`config.mk`:
```
export PLATFORM = sky130hd
export DESIGN_NAME = phase_clk_sched
export DESIGN_NICKNAME = d
export VERILOG_FILES = /design/src/rtl/phase_clk_sched.sv
export SDC_FILE = /design/constraint.sdc
export NUM_CORES = 1
export LEC_CHECK = 0
export ABC_CLOCK_PERIOD_IN_PS = 3950
export CAP_MARGIN = 25
export CELL_PAD_IN_SITES_DETAIL_PLACEMENT = 1
export CELL_PAD_IN_SITES_GLOBAL_PLACEMENT = 1
export CORE_AREA = 4 4 87 89
export CTS_CLUSTER_DIAMETER = 40
export DETAILED_ROUTE_END_ITERATION = 16
export DIE_AREA = 0 0 91 93
export PLACE_DENSITY = 0.75
export SYNTH_ARGS = -nofsm -noshare
export SYNTH_HDL_FRONTEND = slang
export SYNTH_SLANG_ARGS = --single-unit
```
`constraint.sdc`:
```
create_clock -name CLK -period 3.95 [get_ports CLK]
set_input_delay 0.79 -clock CLK [delete_from_list [all_inputs] [get_ports CLK]]
set_output_delay 0.79 -clock CLK [all_outputs]
set_load 0.05 [all_outputs]
```
`src/rtl/phase_clk_sched.sv`:
```
// Three-phase programmable clock scheduler: one shared phase counter drives three
// offset clocks plus a sample strobe, with a req/ack handshake for reconfiguration.
module phase_clk_sched #(
    parameter int CNT_W = 4
) (
    input  logic             CLK,
    input  logic             io_asyncResetn,
    input  logic             i_en,
    input  logic             cfg_req,
    input  logic [CNT_W-1:0] cfg_period,
    input  logic [CNT_W-1:0] cfg_high,
    input  logic [CNT_W-1:0] cfg_off2,
    input  logic [CNT_W-1:0] cfg_off3,
    output logic             o_clk1,
    output logic             o_clk2,
    output logic             o_clk3,
    output logic             o_sample_stb,
    output logic             o_run,
    output logic             cfg_ack,
    output logic             cfg_err
);

    localparam logic [1:0] ST_IDLE      = 2'd0;
    localparam logic [1:0] ST_RUN       = 2'd1;
    localparam logic [1:0] ST_STOP_PEND = 2'd2;

    localparam logic [CNT_W-1:0] DEF_PERIOD = CNT_W'(9);
    localparam logic [CNT_W-1:0] DEF_HIGH   = CNT_W'(5);
    localparam logic [CNT_W-1:0] DEF_OFF2   = CNT_W'(6);
    localparam logic [CNT_W-1:0] DEF_OFF3   = CNT_W'(3);

    logic [1:0]       r_state;
    logic [1:0]       w_state_next;
    logic [CNT_W-1:0] r_cnt;
    logic [CNT_W-1:0] w_cnt_next;

    logic [CNT_W-1:0] r_period;
    logic [CNT_W-1:0] r_high;
    logic [CNT_W-1:0] r_off2;
    logic [CNT_W-1:0] r_off3;

    logic             r_pending;
    logic             r_pend_ok;
    logic [CNT_W-1:0] r_pend_period;
    logic [CNT_W-1:0] r_pend_high;
    logic [CNT_W-1:0] r_pend_off2;
    logic [CNT_W-1:0] r_pend_off3;

    logic [2:0]       r_clk;
    logic             r_sample_stb;

    logic             w_active;
    logic             w_last;
    logic             w_apply_slot;
    logic             w_apply;
    logic             w_ack;
    logic             w_req_valid;
    logic [CNT_W:0]   w_p;
    logic [CNT_W:0]   w_cnt_x;
    logic [CNT_W:0]   w_offs [3];
    logic [2:0]       w_phase_hi;

    assign w_active = (r_state != ST_IDLE);
    assign w_last   = (r_cnt == r_period);

    // A pending config lands on the wrap edge while running, or straight away when idle.
    assign w_apply_slot = !w_active || w_last;
    assign w_apply      = r_pending && r_pend_ok && w_apply_slot;
    assign w_ack        = r_pending && (!r_pend_ok || w_apply_slot);

    assign w_req_valid = (cfg_period != '0)
                      && (cfg_high != '0)
                      && (cfg_high <= cfg_period)
                      && (cfg_off2 <= cfg_period)
                      && (cfg_off3 <= cfg_period);

    always_comb begin
        w_state_next = r_state;
        case (r_state)
            ST_IDLE: begin
                if (i_en) w_state_next = ST_RUN;
            end
            ST_RUN: begin
                if (!i_en) w_state_next = ST_STOP_PEND;
            end
            ST_STOP_PEND: begin
                if (i_en)        w_state_next = ST_RUN;
                else if (w_last) w_state_next = ST_IDLE;
            end
            default: w_state_next = ST_IDLE;
        endcase
    end

    assign w_cnt_next = (!w_active || w_last) ? '0 : r_cnt + CNT_W'(1);

    always_ff @(posedge CLK or negedge io_asyncResetn) begin
        if (!io_asyncResetn) begin
            r_state <= ST_IDLE;
            r_cnt   <= '0;
        end else begin
            r_state <= w_state_next;
            r_cnt   <= w_cnt_next;
        end
    end

    always_ff @(posedge CLK or negedge io_asyncResetn) begin
        if (!io_asyncResetn) begin
            r_period <= DEF_PERIOD;
            r_high   <= DEF_HIGH;
            r_off2   <= DEF_OFF2;
            r_off3   <= DEF_OFF3;
        end else if (w_apply) begin
            r_period <= r_pend_period;
            r_high   <= r_pend_high;
            r_off2   <= r_pend_off2;
            r_off3   <= r_pend_off3;
        end
    end

    // Validity is judged once at capture so the ack decision only depends on registers.
    always_ff @(posedge CLK or negedge io_asyncResetn) begin
        if (!io_asyncResetn) begin
            r_pending     <= 1'b0;
            r_pend_ok     <= 1'b0;
            r_pend_period <= '0;
            r_pend_high   <= '0;
            r_pend_off2   <= '0;
            r_pend_off3   <= '0;
        end else if (w_ack) begin
            r_pending <= 1'b0;
        end else if (!r_pending && cfg_req) begin
            r_pending     <= 1'b1;
            r_pend_ok     <= w_req_valid;
            r_pend_period <= cfg_period;
            r_pend_high   <= cfg_high;
            r_pend_off2   <= cfg_off2;
            r_pend_off3   <= cfg_off3;
        end
    end

    assign w_p       = {1'b0, r_period} + (CNT_W+1)'(1);
    assign w_cnt_x   = {1'b0, r_cnt};
    assign w_offs[0] = '0;
    assign w_offs[1] = {1'b0, r_off2};
    assign w_offs[2] = {1'b0, r_off3};

    // Distance past each phase's offset, taken modulo the period without a divider.
    genvar gi;
    generate
        for (gi = 0; gi < 3; gi++) begin : g_phase
            logic [CNT_W:0] w_d;
            assign w_d = (w_cnt_x >= w_offs[gi]) ? (w_cnt_x - w_offs[gi])
                                                 : (w_cnt_x + w_p - w_offs[gi]);
            assign w_phase_hi[gi] = w_active && (w_d < {1'b0, r_high});
        end
    endgenerate

    always_ff @(posedge CLK or negedge io_asyncResetn) begin
        if (!io_asyncResetn) begin
            r_clk        <= '0;
            r_sample_stb <= 1'b0;
        end else begin
            r_clk        <= w_phase_hi;
            r_sample_stb <= w_active && (r_cnt == '0);
        end
    end

    assign o_clk1       = r_clk[0];
    assign o_clk2       = r_clk[1];
    assign o_clk3       = r_clk[2];
    assign o_sample_stb = r_sample_stb;
    assign o_run        = w_active;
    assign cfg_ack      = w_ack;
    assign cfg_err      = r_pending && !r_pend_ok;

endmodule

```
==> flow_summary.rst <==
.. list-table::
   :header-rows: 1

   * - Metric
     - Value
   * - Count of cell types in the netlist
     - 38
   * - Fin crit share
     - around 90%
   * - Initial DRC Count
     - 40
   * - Kind of end point of the critical path
     - primary output
   * - Number of flops mapped to enable cells by yosys
     - 0
   * - Wire length of the first global-routing pass
     - 11,200 um
   * - Core area
     - a little under 7000 um2
   * - Postcts setup bufs
     - 0
   * - Summed instance area of the synthesized netlist
     - just over 3000 um2
   * - Antenna violations before repair
     - 0
   * - Filler cells
     - roughly 760
   * - Leakage component of the power
     - between 1.5 and 2 nW
   * - Floorplan die height
     - 93 um
   * - WL final
     - 6800 um
   * - Commonest non-fill, non-tap cells in the layout
     - sky130_fd_sc_hd__ha_1 (43), sky130_fd_sc_hd__dfrtp_1 (36), sky130_fd_sc_hd__inv_1 (33)
   * - Maximum clock skew at final layout
     - approximately 0.0045 ns
   * - Post-CTS Hold Fix Bufs
     - 0
   * - Number of clock sinks
     - 44
   * - Area grow syn2layout
     - 15.3%
   * - Root buf cell
     - sky130_fd_sc_hd__clkbuf_8
   * - Fraction of layout cells with a size suffix above 1
     - 16.7%
   * - Via count of the first global-routing pass
     - approximately 2,200
   * - First-pass DRT Iterations
     - 4
   * - Setup-failing EPs final
     - 0
   * - Synth async-reset ratio
     - 100%
   * - Count of buffers inserted at the top-level ports
     - 26
   * - Top_reg_cell synth
     - sky130_fd_sc_hd__dfrtp_1
   * - YS warnings
     - 0
   * - Final Hold Vio Count
     - 0
   * - Maximum root-to-sink buffer count
     - 2
   * - Routability Congestion
     - a little over 0.8
   * - Worst slew margin relative to its limit
     - 38.4%
   * - Wire length per cell after detailed routing
     - around 17 um
   * - Shortest period the worst path allows
     - about 3.6 ns
   * - Slew @ Worst Pin
     - just over 0.9 ns
   * - Final number of max-transition violations
     - 0
   * - Area of all sequential standard cells
     - about 1100 um2
   * - Inserted Clock Buffers
     - 5
   * - Total Die Area
     - about 8500 um2
   * - Number of register bits inferred by synthesis
     - 44
   * - Area used by multi-input combinational logic
     - 1800 um2
   * - Number of nets produced by synthesis
     - about 350
   * - Pwr dens
     - 968 nW/um2
   * - Die width
     - 91 um
   * - DP HPWL
     - around 5700 um
   * - CTS tree
     - built
   * - Global-route usage over all layers
     - roughly 17%
   * - Avg Synthesized Cell Area
     - 10.7 um2
   * - CP arrival
     - 2.76 ns
   * - # IOs
     - 27
   * - GR Overflow Total
     - 0
   * - Setup repair after global routing missed its margin
     - false
   * - Pin count of the biggest net entering global routing
     - 45
   * - Mean number of vias per cell
     - around 5.4
   * - Resize count post-CTS
     - 0
   * - Worst hold-check path type
     - primary input to asynchronous set/reset pin
   * - DRC violation count after routing
     - 0
   * - IR drop worst, VDD
     - 0.000315 V
   * - Total via count after detailed routing
     - 2,132
   * - Clock-pin slew on the worst setup and hold paths
     - around 0.08 ns
   * - Largest fanout on the critical path
     - 8
   * - Kind of critical path
     - register to primary output
   * - Number of antenna-violating nets in the routed design
     - 0
   * - Top achievable clock speed
     - roughly 280 MHz
   * - Number of max-cap violations
     - 0
   * - Number of nets in the layout
     - around 390
   * - Antenna diode instance count
     - 0
   * - Number of H-tree branching levels
     - 2
   * - FP Rows
     - 30
   * - Clk_lat worst skew
     - 0.29 ns
   * - Setup TNS
     - 0 ns
   * - Initial core utilization
     - a little under half
   * - Number of instances in the synthesized netlist
     - 286
   * - Required time at the worst-slack endpoint
     - between 3 and 4 ns
   * - Sequential area share after synthesis
     - between 30% and 40%
   * - Most common library cell in the layout ignoring fill and taps
     - sky130_fd_sc_hd__ha_1
   * - Startpoint Class
     - register
   * - Result of the run
     - completed
   * - Placed cell area
     - 3390 um2
   * - Finished layout cell area
     - about 3500 um2
-- cells by family (layout without fill, tap and decap cells) --
family	count (synthesis)	count (layout)	share of synthesized area [%]
AND/OR/NAND/NOR	52	52	8.44
multiplexers	31	31	12.6
adder cells (fa/ha/maj)	48	48	20.9
buffers and inverters	37	69	4.83
XOR/XNOR	12	12	3.44
AO/OA/AOI/OAI	62	62	13.4
flip-flops	44	44	36.4
-- worst max-delay path: stages, from the launching register on --
cell and delay, ns:
sky130_fd_sc_hd__dfstp_2 0.54, sky130_fd_sc_hd__inv_1 0.05, sky130_fd_sc_hd__ha_1 0.36, sky130_fd_sc_hd__o41ai_4 0.37, sky130_fd_sc_hd__buf_4 0.22, sky130_fd_sc_hd__o21a_1 0.14
sky130_fd_sc_hd__clkdlybuf4s50_1 0.80
-- metrics by stage --
| stage | total power, W | hold WS, ns | setup WS, ns | util, % | cells |
|---|---|---|---|---|---|
| after floorplan | 0.00251 | 0.446 | 0.969 | - | 286 |
| after global placement | 0.00298 | 0.461 | 0.804 | 50.2 | 389 |
| after detailed placement | 0.00311 | 0.474 | 0.700 | 50.2 | 389 |
| after CTS | 0.00346 | 0.492 | 0.369 | 51.8 | 397 |
| after global routing | 0.00378 | 0.281 | 0.324 | 52.1 | 398 |
| final | 0.00341 | 0.297 | 0.399 | 52.1 | 398 |
-- flip-flops by register name (all words and copies together), names as in the netlist --
name / count
o_sample_stb: 1
r_clk: 3
r_cnt: 4
r_high: 4
r_off2: 4
r_off3: 4
r_pend_high: 4
r_pend_off2: 4
r_pend_off3: 4
r_pend_ok: 1
r_pend_period: 4
r_pending: 1
r_period: 4
r_state: 2
-- final timing paths --
| kind | startpoint | to | slack, ns | cells after the start |
|---|---|---|---|---|
| worst max-delay path | r_period[0] | cfg_ack | 0.40 | 6 |
| worst min-delay path | io_asyncResetn | o_sample_stb | 0.30 | 1 |
| worst max register to register | r_period[0] | r_clk[2] | 0.70 | 12 |
| worst min register to register | r_pend_period[3] | r_pend_period[3] | 0.48 | 2 |
| max in group asynchronous | io_asyncResetn | r_off3[0] | 3.18 | 2 |
| min in group CLK | r_pend_period[3] | r_pend_period[3] | 0.48 | 2 |
-- power breakdown --
part / total [W] / internal, W / switching [W] / leakage, nW
Clock: 0.000333 / 0.000188 / 0.000146 / 0.0552
Sequential: 0.000767 / 0.000632 / 0.000135 / 0.529
Combinational: 0.00231 / 0.00110 / 0.00121 / 1.12
Total: 0.00341 / 0.00192 / 0.00149 / 1.71
-- cell usage after synthesis (all sizes together), types with 3 or more instances --
| cell | count | area (um2) |
|---|---|---|
| o21ai | 13 | 65.1 |
| xnor2 | 3 | 26.3 |
| a21o | 7 | 52.6 |
| nand2 | 18 | 67.6 |
| nand2b | 7 | 43.8 |
| inv | 33 | 124 |
| ha | 43 | 538 |
| a21oi | 24 | 128 |
| xor2 | 9 | 78.8 |
| fa | 5 | 100 |
| nand4 | 3 | 18.8 |
| a211oi | 3 | 22.5 |
| nor2 | 14 | 52.6 |
| mux2 | 29 | 364 |
| dfrtp | 36 | 901 |
| dfstp | 8 | 210 |
| a211o | 4 | 35.0 |
-- final cells by class --
cell class	instances	share of cell area, %
Multi-Input combinational cell	205	51.0
Sequential cell	44	31.6
Timing Repair Buffer	28	8.03
Inverter	33	3.52
Tap cell	80	2.84
Clock buffer	6	2.06
Clock inverter	2	0.995
-- routing by layer --
layer  up-vias  GRT usage (%)  routed length, um
met1      1041           20.6               2990
met2        23           31.6               3600
met4         0           4.15                 65
met3         4           1.93                140
li1       1064              -                  -
met5         -              0                  0
(Power assumes the default switching activity.)
